`src/rtl/fft_bf_feeder.sv`:
```
// fft_bf_feeder: address/control sequencer for an in-place radix-2 DIT FFT driving butterfly_dit
module fft_bf_feeder #(
    parameter int N_LOG2   = 4,
    parameter int WB_DELAY = 5
) (
    input  logic              clk,
    input  logic              rst,
    input  logic              start,
    output logic              busy,
    output logic              done,
    output logic              rd_en,
    output logic [N_LOG2-1:0] rd_addr0,
    output logic [N_LOG2-1:0] rd_addr1,
    output logic [N_LOG2-2:0] tw_addr,
    output logic              wr_en,
    output logic [N_LOG2-1:0] wr_addr0,
    output logic [N_LOG2-1:0] wr_addr1,
    output logic [N_LOG2-1:0] stage
);
    typedef enum logic [1:0] {IDLE, ISSUE, DRAIN, FINISH} state_t;
    state_t state, nxt;
    logic phase, hold, last_s, pend, iss;
    logic [N_LOG2-2:0] b, ctw, tw_q;
    logic [N_LOG2-1:0] s, bx, span, pos, ca0, ca1, a0_q, a1_q;
    logic [2*N_LOG2-1:0] tw_w;
    logic [WB_DELAY-1:0] v;
    logic [N_LOG2-1:0] a0p [WB_DELAY];
    logic [N_LOG2-1:0] a1p [WB_DELAY];

    assign last_s = s == N_LOG2'(N_LOG2 - 1);
    // entries still in flight once the oldest one retires on this edge
    assign pend = |v[WB_DELAY-2:0];
    // a new pair is issued on every phase==1 cycle of ISSUE
    assign iss = state == ISSUE && phase;

    // butterfly address arithmetic: a0 = b + (b with the low s bits cleared)
    always_comb begin
        bx   = {1'b0, b};
        span = N_LOG2'(1) << s;
        pos  = bx & (span - 1'b1);
        ca0  = bx + (bx & ~(span - 1'b1));
        ca1  = ca0 + span;
        tw_w = {{N_LOG2{1'b0}}, pos} << (N_LOG2 - 1);
        tw_w = tw_w >> s;
        ctw  = tw_w[N_LOG2-2:0];
    end

    // state register
    always_ff @(posedge clk) begin
        if (rst) state <= IDLE;
        else     state <= nxt;
    end

    // next state; the final drain skips phase alignment so done follows the last write directly
    always_comb begin
        nxt = state;
        case (state)
            IDLE:    if (start) nxt = ISSUE;
            ISSUE:   if (hold && &b) nxt = DRAIN;
            DRAIN:   if (!pend && (phase || last_s)) nxt = last_s ? FINISH : ISSUE;
            default: nxt = IDLE;
        endcase
    end

    // outputs; read addresses hold their last value whenever rd_en is low
    always_comb begin
        busy     = state != IDLE;
        done     = state == FINISH;
        rd_en    = state == ISSUE && (phase || hold);
        rd_addr0 = rd_en ? ca0 : a0_q;
        rd_addr1 = rd_en ? ca1 : a1_q;
        tw_addr  = rd_en ? ctw : tw_q;
        wr_en    = v[WB_DELAY-1];
        wr_addr0 = a0p[WB_DELAY-1];
        wr_addr1 = a1p[WB_DELAY-1];
        stage    = s;
    end

    // phase toggle, loop counters, write-back pipeline and address hold registers
    always_ff @(posedge clk) begin
        if (rst) begin
            phase <= 1'b0;
            hold  <= 1'b0;
            s     <= '0;
            b     <= '0;
            v     <= '0;
            a0_q  <= '0;
            a1_q  <= '0;
            tw_q  <= '0;
            for (int i = 0; i < WB_DELAY; i++) begin
                a0p[i] <= '0;
                a1p[i] <= '0;
            end
        end else begin
            phase  <= ~phase;
            hold   <= iss;
            v      <= {v[WB_DELAY-2:0], iss};
            a0p[0] <= rd_addr0;
            a1p[0] <= rd_addr1;
            for (int i = 1; i < WB_DELAY; i++) begin
                a0p[i] <= a0p[i-1];
                a1p[i] <= a1p[i-1];
            end
            a0_q <= rd_addr0;
            a1_q <= rd_addr1;
            tw_q <= tw_addr;
            if (state == IDLE && start) begin
                s <= '0;
                b <= '0;
            end else if (state == ISSUE && hold) begin
                b <= b + 1'b1;
            end else if (state == DRAIN && nxt == ISSUE) begin
                s <= s + 1'b1;
                b <= '0;
            end
        end
    end
endmodule
```
`config.mk`:
```
export PLATFORM = sky130hd
export DESIGN_NAME = fft_bf_feeder
export DESIGN_NICKNAME = d
export VERILOG_FILES = /design/src/rtl/fft_bf_feeder.sv
export SDC_FILE = /design/constraint.sdc
export NUM_CORES = 1
export LEC_CHECK = 0
export ABC_AREA = 1
export CORE_MARGIN = 1.5
export CORE_UTILIZATION = 55
export CTS_BUF_LIST = sky130_fd_sc_hd__clkbuf_4 sky130_fd_sc_hd__clkbuf_8
export DETAILED_ROUTE_END_ITERATION = 8
export MAX_ROUTING_LAYER = met4
export PLACE_DENSITY = 0.81
export SYNTH_ARGS = -nofsm -noshare
export SYNTH_HDL_FRONTEND = slang
export SYNTH_SLANG_ARGS = --single-unit
```
`constraint.sdc`:
```
create_clock -name clk -period 6.6 [get_ports clk]
set_clock_uncertainty 0.1 [all_clocks]
set_input_delay 1.32 -clock clk [delete_from_list [all_inputs] [get_ports clk]]
set_output_delay 1.32 -clock clk [all_outputs]
set_load 0.01 [all_outputs]
```
==> impl_metrics.ini, run 1 <==
[outcome]
status = finished clean

[sta]
max_freq_ghz = 0.187
setup_violations = 0
hold_viol_final = 0
slew_violations = 0
setup_tns_ps = 0
rsz0062_at_grt = no
worstMarginPinSlew_ps = 935
min_period_over_period = 0.811
relSlewSlack = 0.377
fin_crit_ps = 5350
worst_slack_ps = 1250

[detailed_routing]
dr.pass1.iters = 5
dr.first_iter.drc_count = 128
antenna_left = 0
wirelength_microns = 4290
viasPerCell = 4.67
wl_per_cell_microns = 10.8
num_vias = 1851
drcViolationCount = 0

[worst_hold_path]
whs_endpoint = a1p[0][18]
whs_path_depth = 2
holdCritPathClass = reg2reg
hp-start = a1p[0][14]

[logic_synthesis]
syn_nets = 328
synth_top_area_cell = dfxtp_1
ys_warn_count = 0
synth.area.top_cells = dfxtp_1 (46%), inv_1 (9.8%), nor2_1 (8.1%)
synth_cells = 317
syn_avg_cell_area_sq_um = 7.88
yosysSeqAreaShare = 0.465
syn-cell-area_sq_um = 2500
synth_ff_type = dfxtp_1
synth_edf_count = 0
ys_seq_elements = 58
netlist.area_leader.share = 0.465
async_flop_share = 0
synth_cell_types = 36

[grt]
grt_pass1_vias = 1710
grt.total_usage = 0.192
antenna_found_initial = 0
grt_max_degree = 53
grt_pass1_wl_microns = 7190
grt_remaining_overflow = 0

[die]
start_util = 0.574
std_cell_rows = 24
io_pins = 30
die_area_sq_um = 4950
die_h_microns = 70.4
core_sq_um = 4350
chipWidth_microns = 70.4

[critical_path]
rr_worst_depth = 16
startpoint_type = register
r2r_start = stage[0]
reg2reg_slack_ps = 3320
path_class = reg2out
end_kind = primary output
crit_required_ps = 5180
crit_fanout = 10
arrival_ps = 3930
reg2reg_to = a1p[0][3]

[power]
total_power_mw = 0.761
vdd_drop_max_mv = 0.157
cellLeakagePower_nw = 1.32
power_density_nw_per_um2 = 259

[clock_tree]
htree_levels = 3
cts_inserted_buffers = 9
clock_latency_ps = 330
clockRootBuffer = clkbuf_8
cts_tree = done
clkTransAtPathRegs_ps = 70
cts_buffer_depth = 2
ctsHoldBuffers = 0
numClockSinks = 58
cts_resized = 0
cts_setup_buffers = 0

[finish]
syn_to_final_growth_pct = 17.6
drive_gt1_frac = 0.125
final_common_cell = inv_1
finalNonFillerCells = 396
final_nets = 350
final_core_util = 0.674
n_antenna_cell = 0
final_cell_mix = inv_1 (65), dfxtp_1 (58), nor2_1 (54)

[place]
place_inst = 380
dpl.hpwl_microns = 2900
dpl_worst_slack_ps = 1670
place.gp.congestion = 0.964
port_buffers = 29

[run]
cap_viol_max_count = 0
==> kinds of logic after synthesis <==
| logic type | Yosys count | share of synthesized area |
|---|---|---|
| simple gates | 133 | 0.249 |
| compound gates | 28 | 0.0676 |
| flops | 58 | 0.465 |
| other cells | 1 | 0.00150 |
| buf+inv | 84 | 0.154 |
| fa+ha+maj | 8 | 0.0431 |
| xor+xnor | 5 | 0.0205 |
==> how the worst max path moves through the flow <==
stage                  start          end  slack (ps)  cells past startpoint
detailed placement  stage[0]  rd_addr1[3]        1670                     17
global placement    stage[0]  rd_addr1[3]        1810                     18
finish              stage[0]  rd_addr1[3]        1250                     18
floorplan           stage[0]  rd_addr1[3]        2390                     18
global route        stage[0]  rd_addr1[3]        1050                     18
CTS                 stage[0]  rd_addr1[3]        1270                     18
==> stage by stage <==
| stage | area, sq um | hold WS (ps) |
|---|---|---|
| after floorplan | 2500 | 288 |
| after global placement | 2710 | 288 |
| after detailed placement | 2710 | 292 |
| after CTS | 2940 | 296 |
| after global routing | 2940 | 316 |
| final | 2940 | 299 |
==> Yosys cell counts (2+ instances only) <==
| master | count |
|---|---|
| a21oi_2 | 4 |
| o21ai_2 | 2 |
| buf_6 | 2 |
| o21ai_0 | 7 |
| inv_1 | 65 |
| a21oi_1 | 11 |
| buf_4 | 9 |
| clkbuf_1 | 4 |
| nand2_2 | 8 |
| ha_1 | 7 |
| xor2_1 | 3 |
| dfxtp_1 | 58 |
| clkbuf_8 | 2 |
| nor2_1 | 54 |
| nand3_1 | 16 |
| nand3_2 | 4 |
| nand2_1 | 42 |
==> layer usage <==
metal,wire length (microns),global-route usage
met3,205,0.0606
met2,2120,0.310
met5,0,-
met1,1880,0.208
met4,80,0.107
==> final cells by class <==
type,count,area [sq um]
tap,52,65.1
clock buffer,9,124
timing repair buffer,29,285
inverter,66,248
fill,347,1420
clock inverter,7,101
multi-input combinational,175,952
sequential,58,1160
==> critical path, stage by stage (launching register included) <==
cell and delay [ps]:
dfxtp_1 530, inv_1 120, nor2_1 160, nand2_1 100, ha_1 320, or2_2 340, inv_1 70, ha_1 140
a21oi_1 60, xor2_2 200, ha_1 330, a21oi_1 90, or2_0 220, nand2_1 80, inv_1 60, nand2_2 70
nand3_2 80, nand2_1 80, clkdlybuf4s50_1 540
==> state kept, by name, summed over array words and instances, names as in the netlist <==
| signal | count |
|---|---|
| a0_q | 3 |
| a0p | 17 |
| a1_q | 3 |
| a1p | 17 |
| b | 3 |
| phase | 1 |
| stage | 4 |
| state | 2 |
| tw_q | 3 |
| v | 5 |
==> report_power, final <==
group          internal, mW  leakage [nW]  switching [mW]
Clock                 0.215         0.106           0.150
Sequential            0.356         0.469         0.00243
Combinational        0.0146         0.748          0.0235
Total                 0.585          1.32           0.176
Power figures use the tool's default switching activity.
==> run 2: changes to the inputs <==
Settings changed: CORE_UTILIZATION 55 to 52, PLACE_DENSITY 0.81 to 0.8.
Clock period 6.6 ns to 4.9 ns, I/O delays scaled along.
==> run 2 against run 1 <==
Net effect:
- worst hold slack better by 1.2 ps
- global-route usage down 1.6 points
- combinational power up 30%
- register-to-register slack worse by 1500 ps
- worst setup slack worse by 890 ps
- total power up 21%
- sequential share of layout area up 0.078 points
- critical path depth down 3
- routed wire length down 2.1%
- die area up 5.5%
- final area up 0.34%
==> impl_metrics.ini, run 2 (synthesized netlist as in run 1, its figures left out) <==
[clock_tree]
cts_inserted_buffers = 9
clkTransAtPathRegs_ps = 70
cts_buffer_depth = 2
clockRootBuffer = clkbuf_8
clock_latency_ps = 320
numClockSinks = 58
cts_tree = done
ctsHoldBuffers = 0
htree_levels = 3

[detailed_routing]
num_vias = 1868
drcViolationCount = 0
antenna_left = 0
dr.pass1.iters = 4
dr.first_iter.drc_count = 76
viasPerCell = 4.65
wl_per_cell_microns = 10.5
wirelength_microns = 4200

[die]
start_util = 0.536
chipWidth_microns = 72.3
io_pins = 30
die_area_sq_um = 5230
core_sq_um = 4660
die_h_microns = 72.3
std_cell_rows = 25

[finish]
final_common_cell = inv_1
top_regs = a0p x17, a1p x17, v x5
finalNonFillerCells = 402
final_cell_mix = inv_1 (65), dfxtp_1 (55), nor2_1 (52)
drive_gt1_frac = 0.149
syn_to_final_growth_pct = 18.0
n_antenna_cell = 0
final_nets = 354

[critical_path]
path_class = reg2out
crit_required_ps = 3820
end_kind = primary output
crit_fanout = 8
arrival_ps = 3460
crit_buf_inv = 5
worstPathCellList = inv_1, nor2_2, nand2_1, ha_1, or2_2, inv_1, ha_1, a21oi_1, xor2_2, ha_1, xnor2_1, inv_1, o21ai_0, inv_1, clkdlybuf4s50_1
cpMostUsedCell = inv_1
max_stage_delay_ps = 480
startpoint_type = register
path_delay_family = buffers and inverters
slowest_stage = clkdlybuf4s50_1

[grt]
grt.total_usage = 0.176
antenna_found_initial = 0
grt_remaining_overflow = 0
grt_max_degree = 53
grt_pass1_wl_microns = 6870
grt_pass1_vias = 1679

[sta]
setup_violations = 0
min_period_over_period = 0.927
rsz0062_at_grt = no
relSlewSlack = 0.398
worstMarginPinSlew_ps = 903
setup_tns_ps = 0
worst_slack_ps = 356
max_freq_ghz = 0.220
fin_crit_ps = 4540
hold_viol_final = 0
slew_violations = 0

[place]
port_buffers = 29
place_inst = 382
dpl.hpwl_microns = 2780
dpl_worst_slack_ps = 296
place.gp.congestion = 0.928

[power]
vdd_drop_max_mv = 0.115
total_power_mw = 0.919
cellLeakagePower_nw = 1.35
power_density_nw_per_um2 = 312

[outcome]
status = finished clean

[run]
cap_viol_max_count = 0

[worst_hold_path]
holdCritPathClass = reg2reg
run 2: tightest hold or removal path: stages, from the launching register on:
cell and delay, ps:
dfxtp_1 300, inv_1 40, nor2_1 30
run 2: what timing repair did:
action / CTS / global route
buffers inserted: 0 / 4
setup endpoints to repair: 1 / 1
resized for setup: 1 / 8
pin swaps: 0 / 1
run 2: through the flow:
stage | hold WS [ps] | cell area (sq um) | util
4_1_cts | 302 | 2890 | 0.621
6_report | 300 | 2950 | 0.632
3_3_place_gp | 289 | 2710 | 0.582
2_1_floorplan | 288 | 2500 | -
5_1_grt | 311 | 2950 | 0.632
3_5_place_dp | 293 | 2710 | 0.582
run 2: power breakdown:
group	switching [mW]	internal, mW
Clock	0.191	0.197
Combinational	0.0299	0.0196
Sequential	0.00313	0.479
run 2: final cells by class:
class                           instances  area [sq um]
Tap cell                               54          67.6
Clock buffer                           10           138
Fill cell                             400          1710
Sequential cell                        58          1170
Timing Repair Buffer                   33           318
Multi-Input combinational cell        175           967
Clock inverter                          6          41.3
Inverter                               66           248
run 2: routing by layer:
layer  wire length (microns)  up-vias  track usage
met1                    1850      828        0.202
met5                       0        -            -
met4                      82        0        0.101
met3                     175        9       0.0417
li1                        -      991            -
met2                    2100       40        0.282
run 2: worst paths after layout:
check | from | endpoint | slack (ps) | cells past startpoint
worst max-delay path | stage[0] | rd_addr1[2] | 360 | 15
worst min-delay path | a1p[0][9] | a1p[0][13] | 300 | 2
worst max register to register | stage[0] | a1p[0][3] | 1840 | 16
worst min register to register | a1p[0][9] | a1p[0][13] | 300 | 2
==> run 3: changes to the inputs <==
Settings changed: SKIP_LAST_GASP set to 1.
==> results of run 3 <==
Final layout, timing and power as in run 2 (identical DEF).
